--- src/rtl/rr_arbiter_mux_if.sv ---
// Handshake bundle between N producers, the arbitrating mux and one consumer.
// The slave modport is the arbiter's view; master is the environment's view.
interface rr_arbiter_mux_if #(
    parameter int NUMBER_WAYS                 = 8,
    parameter int SINGLE_ELEMENT_SIZE_IN_BITS = 32
);
    localparam int INDEX_WIDTH = $clog2(NUMBER_WAYS);

    logic [NUMBER_WAYS-1:0]                             request_valid_in;
    logic [NUMBER_WAYS*SINGLE_ELEMENT_SIZE_IN_BITS-1:0] way_packed_in;
    logic [NUMBER_WAYS-1:0]                             request_ready_out;
    logic [SINGLE_ELEMENT_SIZE_IN_BITS-1:0]             way_packed_out;
    logic                                               valid_out;
    logic                                               ready_in;
    logic [NUMBER_WAYS-1:0]                             grant_onehot_out;
    logic [INDEX_WIDTH-1:0]                             grant_index_out;

    modport master (
        output request_valid_in,
        output way_packed_in,
        output ready_in,
        input  request_ready_out,
        input  way_packed_out,
        input  valid_out,
        input  grant_onehot_out,
        input  grant_index_out
    );

    modport slave (
        input  request_valid_in,
        input  way_packed_in,
        input  ready_in,
        output request_ready_out,
        output way_packed_out,
        output valid_out,
        output grant_onehot_out,
        output grant_index_out
    );
endinterface

--- src/rtl/rr_arbiter_mux.sv ---
// N-way arbitrating mux with a registered output stage: round-robin or fixed
// priority select over per-way valid requests, valid/ready on every side.
module rr_arbiter_mux #(
    parameter int NUMBER_WAYS                 = 8,
    parameter int SINGLE_ELEMENT_SIZE_IN_BITS = 32,
    parameter int PRIORITY_MODE               = 0,
    parameter int INDEX_WIDTH                 = $clog2(NUMBER_WAYS)
) (
    input  logic               clk,
    input  logic               reset_in,
    rr_arbiter_mux_if.slave    bus
);
    localparam int W = SINGLE_ELEMENT_SIZE_IN_BITS;

    logic [W-1:0]             way_payload [NUMBER_WAYS];
    logic [NUMBER_WAYS-1:0]   winner_onehot;
    logic [INDEX_WIDTH-1:0]   ptr_reg;
    logic [INDEX_WIDTH-1:0]   rr_winner;
    logic                     rr_found;
    logic [INDEX_WIDTH-1:0]   fp_winner;
    logic                     fp_found;
    logic [INDEX_WIDTH-1:0]   winner;
    logic                     any_request;
    logic                     load_en;
    logic                     accept;

    logic [W-1:0]             data_reg;
    logic                     valid_reg;
    logic [NUMBER_WAYS-1:0]   grant_onehot_reg;
    logic [INDEX_WIDTH-1:0]   grant_index_reg;

    genvar gi;
    generate
        for (gi = 0; gi < NUMBER_WAYS; gi++) begin : g_way
            assign way_payload[gi]   = bus.way_packed_in[gi*W +: W];
            assign winner_onehot[gi] = (winner == INDEX_WIDTH'(gi));
        end
    endgenerate

    // Round-robin: first requester at or after the pointer, wrapping N-1 -> 0.
    always_comb begin : rr_search
        int idx;
        rr_found  = 1'b0;
        rr_winner = '0;
        idx       = 0;
        for (int k = 0; k < NUMBER_WAYS; k++) begin
            idx = int'(ptr_reg) + k;
            if (idx >= NUMBER_WAYS) begin
                idx = idx - NUMBER_WAYS;
            end
            if (!rr_found && bus.request_valid_in[idx]) begin
                rr_found  = 1'b1;
                rr_winner = INDEX_WIDTH'(idx);
            end
        end
    end

    always_comb begin : fp_search
        fp_found  = 1'b0;
        fp_winner = '0;
        for (int k = 0; k < NUMBER_WAYS; k++) begin
            if (!fp_found && bus.request_valid_in[k]) begin
                fp_found  = 1'b1;
                fp_winner = INDEX_WIDTH'(k);
            end
        end
    end

    assign winner      = (PRIORITY_MODE != 0) ? fp_winner : rr_winner;
    assign any_request = |bus.request_valid_in;
    assign load_en     = ~valid_reg | bus.ready_in;
    // Reset gates the accept so no upstream element is consumed while held in reset.
    assign accept      = load_en & any_request & ~reset_in;

    assign bus.request_ready_out = accept ? winner_onehot : '0;

    always_ff @(posedge clk or posedge reset_in) begin
        if (reset_in) begin
            data_reg         <= '0;
            valid_reg        <= 1'b0;
            grant_onehot_reg <= '0;
            grant_index_reg  <= '0;
            ptr_reg          <= '0;
        end else if (accept) begin
            data_reg         <= way_payload[winner];
            valid_reg        <= 1'b1;
            grant_onehot_reg <= winner_onehot;
            grant_index_reg  <= winner;
            ptr_reg          <= (winner == INDEX_WIDTH'(NUMBER_WAYS - 1)) ? '0 : winner + 1'b1;
        end else if (bus.ready_in) begin
            valid_reg        <= 1'b0;
        end
    end

    assign bus.way_packed_out   = data_reg;
    assign bus.valid_out        = valid_reg;
    assign bus.grant_onehot_out = grant_onehot_reg;
    assign bus.grant_index_out  = grant_index_reg;
endmodule

--- src/flat_wrapper.sv ---
// flat-port wrapper written by rule: the top's interface ports become plain ports
module rr_arbiter_mux_flat 
#(
    parameter int NUMBER_WAYS                 = 8,
    parameter int SINGLE_ELEMENT_SIZE_IN_BITS = 32,
    parameter int PRIORITY_MODE               = 0,
    parameter int INDEX_WIDTH                 = $clog2(NUMBER_WAYS)
)
  (clk, reset_in, bus_request_valid_in, bus_way_packed_in, bus_ready_in, bus_request_ready_out, bus_way_packed_out, bus_valid_out, bus_grant_onehot_out, bus_grant_index_out);
  rr_arbiter_mux_if #(.NUMBER_WAYS(NUMBER_WAYS), .SINGLE_ELEMENT_SIZE_IN_BITS(SINGLE_ELEMENT_SIZE_IN_BITS)) bus_i ();
  input  logic clk;
  input  logic reset_in;
  input wire logic [$bits(bus_i.request_valid_in)-1:0] bus_request_valid_in;
  input wire logic [$bits(bus_i.way_packed_in)-1:0] bus_way_packed_in;
  input wire logic [$bits(bus_i.ready_in)-1:0] bus_ready_in;
  output wire logic [$bits(bus_i.request_ready_out)-1:0] bus_request_ready_out;
  output wire logic [$bits(bus_i.way_packed_out)-1:0] bus_way_packed_out;
  output wire logic [$bits(bus_i.valid_out)-1:0] bus_valid_out;
  output wire logic [$bits(bus_i.grant_onehot_out)-1:0] bus_grant_onehot_out;
  output wire logic [$bits(bus_i.grant_index_out)-1:0] bus_grant_index_out;
  assign bus_i.request_valid_in = bus_request_valid_in;
  assign bus_i.way_packed_in = bus_way_packed_in;
  assign bus_i.ready_in = bus_ready_in;
  assign bus_request_ready_out = bus_i.request_ready_out;
  assign bus_way_packed_out = bus_i.way_packed_out;
  assign bus_valid_out = bus_i.valid_out;
  assign bus_grant_onehot_out = bus_i.grant_onehot_out;
  assign bus_grant_index_out = bus_i.grant_index_out;
  rr_arbiter_mux #(.NUMBER_WAYS(NUMBER_WAYS), .SINGLE_ELEMENT_SIZE_IN_BITS(SINGLE_ELEMENT_SIZE_IN_BITS), .PRIORITY_MODE(PRIORITY_MODE), .INDEX_WIDTH(INDEX_WIDTH)) u_core (.clk(clk), .reset_in(reset_in), .bus(bus_i));
endmodule
--- config.mk ---
export PLATFORM = sky130hd
export DESIGN_NAME = rr_arbiter_mux_flat
export DESIGN_NICKNAME = d
export VERILOG_FILES = /design/src/rtl/rr_arbiter_mux_if.sv /design/src/rtl/rr_arbiter_mux.sv /design/src/flat_wrapper.sv
export SDC_FILE = /design/constraint.sdc
export NUM_CORES = 1
export LEC_CHECK = 0
export ABC_AREA = 0
export ABC_CLOCK_PERIOD_IN_PS = 7200
export CORE_ASPECT_RATIO = 0.7
export CORE_MARGIN = 5
export CORE_UTILIZATION = 41
export CTS_CLUSTER_SIZE = 40
export DETAILED_ROUTE_END_ITERATION = 16
export PLACE_DENSITY = 0.87
export REMOVE_ABC_BUFFERS = 1
export SLEW_MARGIN = 20
export SYNTH_ARGS = -nofsm -noshare
export SYNTH_HDL_FRONTEND = slang
export SYNTH_SLANG_ARGS = --single-unit
export TNS_END_PERCENT = 100
--- constraint.sdc ---
create_clock -name clk -period 7.2 [get_ports clk]
set_input_delay 1.08 -clock clk [delete_from_list [all_inputs] [get_ports clk]]
set_output_delay 1.08 -clock clk [all_outputs]
set_load 0.05 [all_outputs]
# Word-level counts from Yosys, hierarchy flattened
# Cells that the tools add are included.
# op_classes
add_sub_neg	16
n_mux	54
bitwise	6
magnitude_cmp	17
n_reduce_logical	17
eq_ne	7
# op_table
operator	count
$mux 32	10
$lt 32x5->1 const B	8
$ge 32x5->1 const B	7
$sub 32x5->32 const B	7
$bmux 32 s3	1
$mux 3	9
$mux 1	25
$bmux 1 s3	8
$add 3x3->4 const B	4
$eq 3x3->1 const B	4
$add 3x2->4 const B	2
$mux 8	1
$reduce_or 8->1	1
$logic_and 1x1->1	7
$logic_not 1->1	7
$eq 3x2->1 const B	2
$sub 3x4->5 const B	1
$add 3x1->4 const B	1
$ge 3x4->1 const B	1
$ge 4x4->1 const B	1
$not 3->4	1
$add 3x1->3 const B	1
$eq 3x1->1 const B	1
$logic_not 3->1	1
other kinds (4)	6
# totals
input_bits	267
output_inout_bits	52
ff_bits	47

# Longest topological paths before layout
# Gate-level depths: netlist of run 1.
# logic_depth
word_depth	31
depth_mapped	18

# Worst setup path after synthesis of run 1
# No wires, ideal clock.
# synth_path
kind	flip-flop to output port
start	reg u_core.ptr_reg[1]
end	out bus_request_ready_out[6]
slack_ns	1.262
t_required_ns	6.120
t_arrival_ns	4.858
path_stages_with_launch	16
n_path_buf	4
cell_sequence	dfrtp_1 buf_2 clkbuf_1 inv_1 ha_1 buf_2 mux4_2 nor4_1 nand4_1 o21ai_1 a21oi_4 inv_2 buf_2 ha_1 inv_1 nor3_1
# synth_between
elab_chain_cells	29
word_cells_on_any_way	86
classes_between	15 x add/sub; 8 x order compare; 1 x eq/ne; 48 x mux; 14 x reduce/logical
# synth_rtl
item	line	text
start, declared	rr_arbiter_mux.sv:17	logic [INDEX_WIDTH-1:0] ptr_reg;
start signal, assigned	rr_arbiter_mux.sv:89	ptr_reg <= (winner == INDEX_WIDTH'(NUMBER_WAYS - 1)) ? '0 : winner + 1'b1;
branches (longest 26 deep; another with $sub 32x5->32)	n/a	
$mux 3 (*)	rr_arbiter_mux.sv:51	if (!rr_found && bus.request_valid_in[idx]) begin
$eq 3x3->1 (*)	rr_arbiter_mux.sv:36	assign winner_onehot[gi] = (winner == INDEX_WIDTH'(gi));
$mux 8 (*)	rr_arbiter_mux.sv:75	assign bus.request_ready_out = accept ? winner_onehot : '0;
end, declared	flat_wrapper.sv:16	output wire logic [$bits(bus_i.request_ready_out)-1:0] bus_request_ready_out;
# Every way passes the cells marked *. The select of a mux whose other input is x is not followed.

# Final worst setup path of run 1
# layout_path
start	in bus_request_valid_in[7]
end	out bus_request_ready_out[3]
# layout_between
elab_chain_cells	27
word_cells_on_any_way	58
classes_between	1 x eq/ne; 40 x mux; 2 x bitwise; 15 x reduce/logical
# layout_rtl
item	line	text
start, declared	flat_wrapper.sv:13	input wire logic [$bits(bus_i.request_valid_in)-1:0] bus_request_valid_in;
$bmux 1 s3	rr_arbiter_mux.sv:51	
$mux 1 (implied by the code) (2 in series)	rr_arbiter_mux.sv:51	
$mux 1	rr_arbiter_mux.sv:51	
$logic_not 1->1	rr_arbiter_mux.sv:51	
$logic_and 1x1->1	rr_arbiter_mux.sv:51	
$mux 1	rr_arbiter_mux.sv:51	
$logic_not 1->1	rr_arbiter_mux.sv:51	
$logic_and 1x1->1	rr_arbiter_mux.sv:51	
[... 11 more ...]	n/a	
$logic_and 1x1->1	rr_arbiter_mux.sv:51	
$mux 1	rr_arbiter_mux.sv:51	
$logic_not 1->1	rr_arbiter_mux.sv:51	
$logic_and 1x1->1	rr_arbiter_mux.sv:51	
$mux 3 (*)	rr_arbiter_mux.sv:51	
$eq 3x2->1 (*)	rr_arbiter_mux.sv:36	
via u_core.winner_onehot[3]	rr_arbiter_mux.sv:16	logic [NUMBER_WAYS-1:0] winner_onehot;
$mux 8 (*)	rr_arbiter_mux.sv:75	
# Mark *: on every way through the listed nets, which the timed path passes. The rest lies on a longest branch. The select of a mux whose other input is x is not followed.

==> flow_summary.toml, run 1 <==
[status]
outcome = "finished clean"

[cells_and_area]
insertedDiodeCount = 0
largest_reg_flops = 32
drive_gt1_share_pct = 7.83
final_util_pct = 69.2
final_nets = 1088
layout.cells.most_common_list = "clkdlybuf4s50_1 (318), mux2i_1 (125), dfrtp_1 (47)"
layout_commonest_cell = "clkdlybuf4s50_1"
syn2layout_area_growth_pct = 67.5

[global_route]
grt_pass1_wl_um = 31500
grt_max_degree = 65
grt-ovfl-total = 0
grt_pass1_vias = 5838
track_usage_pct = 27.1
antenna_found_initial = 0

[floorplan]
coreArea_um2 = 12300
pin_count = 319
dieArea_um2 = 14700
row_count = 34
dieHeight_um = 103
die_x_um = 143
start_util_pct = 41.3

[placement]
hpwl_um = 16800
gp_congestion = 0.921
port_buffers = 318

[pwr]
worst_ir_drop_vdd_mv = 0.349
p_leak_nw = 3.69
internal-power_mw = 2.34
switching_share_pct = 52.2
p_sw_mw = 2.55
p_clk_share_pct = 6.3
powerDensity_nw_per_um2 = 574
pwr-share-seq_pct = 9.8
p_total_mw = 4.88
p_comb_share_pct = 83.9

[synth]
ys_seq_area_share_pct = 23.2
syn_area_per_cell_um2 = 9.67
yosysWarningCount = 0
synth_seq_cells = 47
synth_top_area_share_pct = 24.6
synth_edf_count = 0
yosysTopAreaCell = "mux2i_1"
synth-main-ff-cell = "dfrtp_1"
synthCells = 525
synth.distinct_cells = 64
synth_area_leaders = "mux2i_1 (25%), dfrtp_1 (23%), mux4_2 (7.5%), a221o_1 (4.9%), a22o_1 (4.1%)"
async_flop_share_pct = 100
netlist_area_um2 = 5080

[detailed_routing]
wire_per_inst_um = 21.7
route.detailed.drc = 0
drt-pass1-iter-count = 5
vias = 5646
vias_per_cell = 5.77
drt_iter0_drc = 310
antenna_left = 0
wl_um = 21200

[setup_path]
reg2reg_slack_ps = 1690
cp.arrival_ps = 5710
cp.required_ps = 6120
rr_endpoint = "u_core.bus.way_packed_out[2]"
crit_start = "bus_request_valid_in[7]"
cp-end-kind = "output pin"
rr_worst_depth = 12
crit_type = "input port to output pin"
r2r-start = "u_core.ptr_reg[0]"
crit_path_max_fanout = 23
cp-start-kind = "input port"

[clocking]
clk_pin_slew_ps = 60
post_cts_buffers = 0
ctsHoldBuffers = 0
htree_num_levels = 2
tritoncts = "built"
clkLatencyLatePin_ps = 290
cts-resized-gates = 0
clockRootBuffer = "clkbuf_16"
cts_buffer_depth = 2
numClockSinks = 47
numCtsBuffers = 5

[sta]
tightest_slew_ps = 1050
finalCriticalPeriod_ps = 6790
fmax_ghz = 0.147
rsz0062_at_grt = "no"
finClkSkew_ps = 6.66
hold_viol = 0
layout_worst_path_cycle_share_pct = 94.4
slew_violations = 0
setup_viol = 0
finalSetupTns_ps = 0
slew_headroom_pct = 29.9

[min_path]
hold_class = "flip-flop to flip-flop"
whs_path_depth = 1
hold_end = "u_core.bus.grant_onehot_out[3]"
worstHoldStart = "u_core.bus.grant_onehot_out[3]"

[flow_run]
cap_violations = 0
## stage by stage
| stage | instances | cell area (um^2) | setup WS, ps | hold slack [ps] |
|---|---|---|---|---|
| floorplan | 477 | 4800 | -1470 | 751 |
| global placement | 971 | 8300 | 713 | 462 |
| detailed placement | 971 | 8320 | 515 | 470 |
| CTS | 979 | 8510 | 510 | 484 |
| global route | 979 | 8510 | 186 | 518 |
| finish | 979 | 8510 | 406 | 482 |
## critical path: stages
cell and delay [ps]:
clkdlybuf4s50_1 610, mux4_2 590, a21oi_1 410, a2111oi_0 180, o21ai_1 250, nand4_1 310, a21oi_4 510, inv_2 350
ha_1 350, ha_1 220, and3_1 160, clkdlybuf4s50_1 700
## power by group through the flow
stage / Sequential (mW) / Combinational (mW) / Clock, mW
final: 0.480 / 4.10 / 0.306
after global routing: 0.497 / 4.34 / 0.322
after CTS: 0.480 / 4.07 / 0.311
after detailed placement: 0.483 / 4.06 / 0
after global placement: 0.479 / 3.96 / 0
after floorplan: 0.892 / 2.65 / 0
## per-layer routing
layer / vias to the layer above / GRT usage (%) / routed length (um)
met2: 290 / 45.0 / 9860
met1: 2680 / 35.0 / 8840
met3: 40 / 7.42 / 2060
li1: 2636 / - / -
met4: 0 / 7.30 / 468
met5: - / 0 / 0
## cell usage after synthesis (5+ instances only)
cell type and n:
buf_2 6, o22ai_1 7, mux2i_1 125, a211o_1 5, nand3_1 8, buf_4 6, mux4_2 17, a221o_1 25
a211oi_1 12, mux2_1 5, dfrtp_1 47, inv_1 7, nor2b_1 6, o21ai_0 7, mux2_2 9, nor3_1 5
a22o_1 24, ha_1 5, nor2_1 42, clkbuf_1 26, a21oi_1 27, buf_6 9, nand2_1 23, a21o_1 8
## area by class of cell
cell class                 instances  area, um^2
timing repair buffer             332        3290
multi-input combinational        421        3620
inverter                           9        35.0
sequential                        47        1180
clock buffer                       6         129
tap                              162         203
clock inverter                     2        60.1
fill                             925        3790
## kinds of logic (layout without fill, tap and decap cells)
family | Yosys count | after routing | share of synthesized area, %
compound gates | 148 | 148 | 23.2
buf+inv | 57 | 349 | 6.14
fa+ha+maj | 5 | 5 | 1.23
mux | 156 | 156 | 35.3
simple gates | 109 | 109 | 10.4
flops | 47 | 47 | 23.2
xor+xnor | 3 | 3 | 0.518
## worst max-delay path by stage
| stage | to | slack (ps) | cells past startpoint |
|---|---|---|---|
| after CTS | bus_request_ready_out[3] | 510 | 12 |
| after global placement | bus_request_ready_out[6] | 710 | 12 |
| after floorplan | bus_request_ready_out[1] | -1470 | 9 |
| final | bus_request_ready_out[3] | 410 | 12 |
| after detailed placement | bus_request_ready_out[3] | 520 | 12 |
| after global routing | bus_request_ready_out[3] | 190 | 13 |
(Power assumes the default switching activity.)
==> run 2, diff against run 1 <==
Settings changed: ABC_AREA 0 to 1, PLACE_DENSITY 0.87 to 0.88, SLEW_MARGIN 20 to unset.
==> flow_summary.toml, run 2 <==
[synth]
yosysTopAreaCell = "nand3_1"
synth-xor-area-share_pct = 0.853
synth_fa_ha_area_share_pct = 1.25
ys_seq_area_share_pct = 23.6
post-synth-top-count-cell = "nand2_1"
synth-main-ff-cell = "dfrtp_1"
synth_seq_cells = 47
synth_common_cells = "nand2_1 (350), nand3_1 (282), dfrtp_1 (47)"
synth_top_family_by_area = "simple AND/OR/NAND/NOR gates"
synth_compound_area_share_pct = 3.76
synth.distinct_cells = 30
synth_edf_count = 0
syn_area_per_cell_um2 = 5.66
synth_area_leaders = "nand3_1 (28%), nand2_1 (26%), dfrtp_1 (24%), inv_1 (3.2%), nand4_1 (2.5%)"
netlist_area_um2 = 4990
synth-simple-area-share_pct = 61.1
async_flop_share_pct = 100
yosysWarningCount = 0
synth.area.mux_share_pct = 0
synthCells = 882
synth_top_area_share_pct = 28.3

[cells_and_area]
insertedDiodeCount = 0
fillers = 1025
syn2layout_area_growth_pct = 67.6
largest_reg_flops = 32
drive_gt1_share_pct = 3.63
layout_commonest_cell = "nand2_1"
design_area_um2 = 8360
layout.cells.most_common_list = "nand2_1 (350), clkdlybuf4s50_1 (314), nand3_1 (281)"
final_nets = 1427

[detailed_routing]
drt-pass1-iter-count = 5
wl_um = 21800
antenna_left = 0
drt_iter0_drc = 551
vias = 6926
wire_per_inst_um = 16.6
route.detailed.drc = 0
vias_per_cell = 5.27

[global_route]
grt-ovfl-total = 0
grt_pass1_wl_um = 33400
antenna_found_initial = 0
track_usage_pct = 28.4
grt_pass1_vias = 6422
grt_max_degree = 89

[sta]
slew_violations = 0
finClkSkew_ps = 2.72
slew_headroom_pct = 26.6
tightest_slew_ps = 1100
rsz0062_at_grt = "no"
finalSetupTns_ps = 0
fmax_ghz = 0.165
setup_viol = 0
hold_viol = 0
setup_ws_ps = 1150
finalCriticalPeriod_ps = 6050
layout_worst_path_cycle_share_pct = 84.0

[clocking]
numCtsBuffers = 5
numClockSinks = 47
post_cts_buffers = 0
cts_buffer_depth = 2
htree_num_levels = 2
clkLatencyLatePin_ps = 290
ctsHoldBuffers = 0
tritoncts = "built"
cts-resized-gates = 0
clk_pin_slew_ps = 70
clockRootBuffer = "clkbuf_16"

[floorplan]
row_count = 33
die_x_um = 142
dieHeight_um = 102
dieArea_um2 = 14500
start_util_pct = 42.3
pin_count = 319
coreArea_um2 = 11800

[setup_path]
cpMostUsedCell = "nand3_1"
path_buf_inv = 5
cp-end-kind = "output pin"
path_delay_family = "simple AND/OR/NAND/NOR gates"
cp_slowest_cell = "clkdlybuf4s50_1"
crit_chain = "inv_2 -> ha_1 -> inv_1 -> nand3_1 -> nand3_1 -> nand2_1 -> nor2_2 -> nand4_2 -> nor2_4 -> nand3_1 -> nand2_1 -> nand2_2 -> nor2_2 -> buf_4 -> inv_1 -> nor2_1 -> clkdlybuf4s50_1"
crit_start = "u_core.ptr_reg[0]"
rr_endpoint = "u_core.bus.way_packed_out[13]"
r2r-start = "u_core.ptr_reg[0]"
cp-start-kind = "flip-flop"
max_stage_delay_ps = 800
crit_type = "flip-flop to output pin"
crit_path_end = "bus_request_ready_out[1]"
cp_num_cells = 17
cp.arrival_ps = 4970
rr_worst_depth = 19
crit_path_max_fanout = 26
reg2reg_slack_ps = 2460
cp.required_ps = 6120

[placement]
hpwl_um = 16300
gp_congestion = 0.897
placed_area_um2 = 8170
port_buffers = 318
place_ws_ps = 1330

[status]
outcome = "finished clean"

[min_path]
worstHoldStart = "u_core.bus.way_packed_out[16]"
hold_class = "flip-flop to flip-flop"

[flow_run]
cap_violations = 0
-- run 2: cell types whose count changed after synthesis, sizes merged, moves of 24 or more --
cell / change
a21oi: -27
mux2i: -125
nand2: +329
nand3: +275
a22o: -24
a221o: -25
inv: +37
-- run 2: area by class of cell --
class	instances	area (um^2)	area share (%)
Multi-Input combinational cell	726	3370	40.2
Timing Repair Buffer	330	3260	39.0
Sequential cell	47	1180	14.1
Tap cell	157	196	2.35
Inverter	45	169	2.02
Clock buffer	5	125	1.50
Clock inverter	3	67.6	0.808
-- run 2: how the worst min path moves through the flow --
stage                                          end  cells after the start
floorplan                        u_core.ptr_reg[2]                      2
global placement     u_core.bus.way_packed_out[13]                      2
detailed placement   u_core.bus.way_packed_out[16]                      2
CTS                  u_core.bus.way_packed_out[16]                      2
global route        u_core.bus.grant_onehot_out[0]                      2
finish               u_core.bus.way_packed_out[16]                      2
-- run 2: metal layers --
metal	up-vias	track usage, %	wire [um]
li1	3472	-	-
met1	3121	37.4	9120
met2	297	46.7	10100
met3	36	8.51	2110
met4	0	6.19	484
met5	-	0	0
-- run 2: worst min-delay path: cells and delay by family (launching register included) --
kind	cells	cell delay (ps)
flops	1	340
simple gates	2	100
-- run 2: through the flow --
step	utilization, %	cells	hold WS (ps)
2_1_floorplan	-	818	663
3_3_place_gp	69.2	1305	462
3_5_place_dp	69.2	1305	465
4_1_cts	70.8	1313	484
5_1_grt	70.8	1313	501
6_report	70.8	1313	479
-- run 2: cells by family (layout without fill, tap and decap cells) --
group | after synthesis | count (layout)
and+or+nand+nor | 687 | 687
xor gates and xnor gates | 4 | 4
DFF | 47 | 47
buffers and inverters | 109 | 383
AOI/OAI and AO/OA | 30 | 30
adders and majority gates | 5 | 5
Power of run 2 is not shown: default switching activity piles up to over one toggle a cycle in this logic, so the estimate is an artifact.
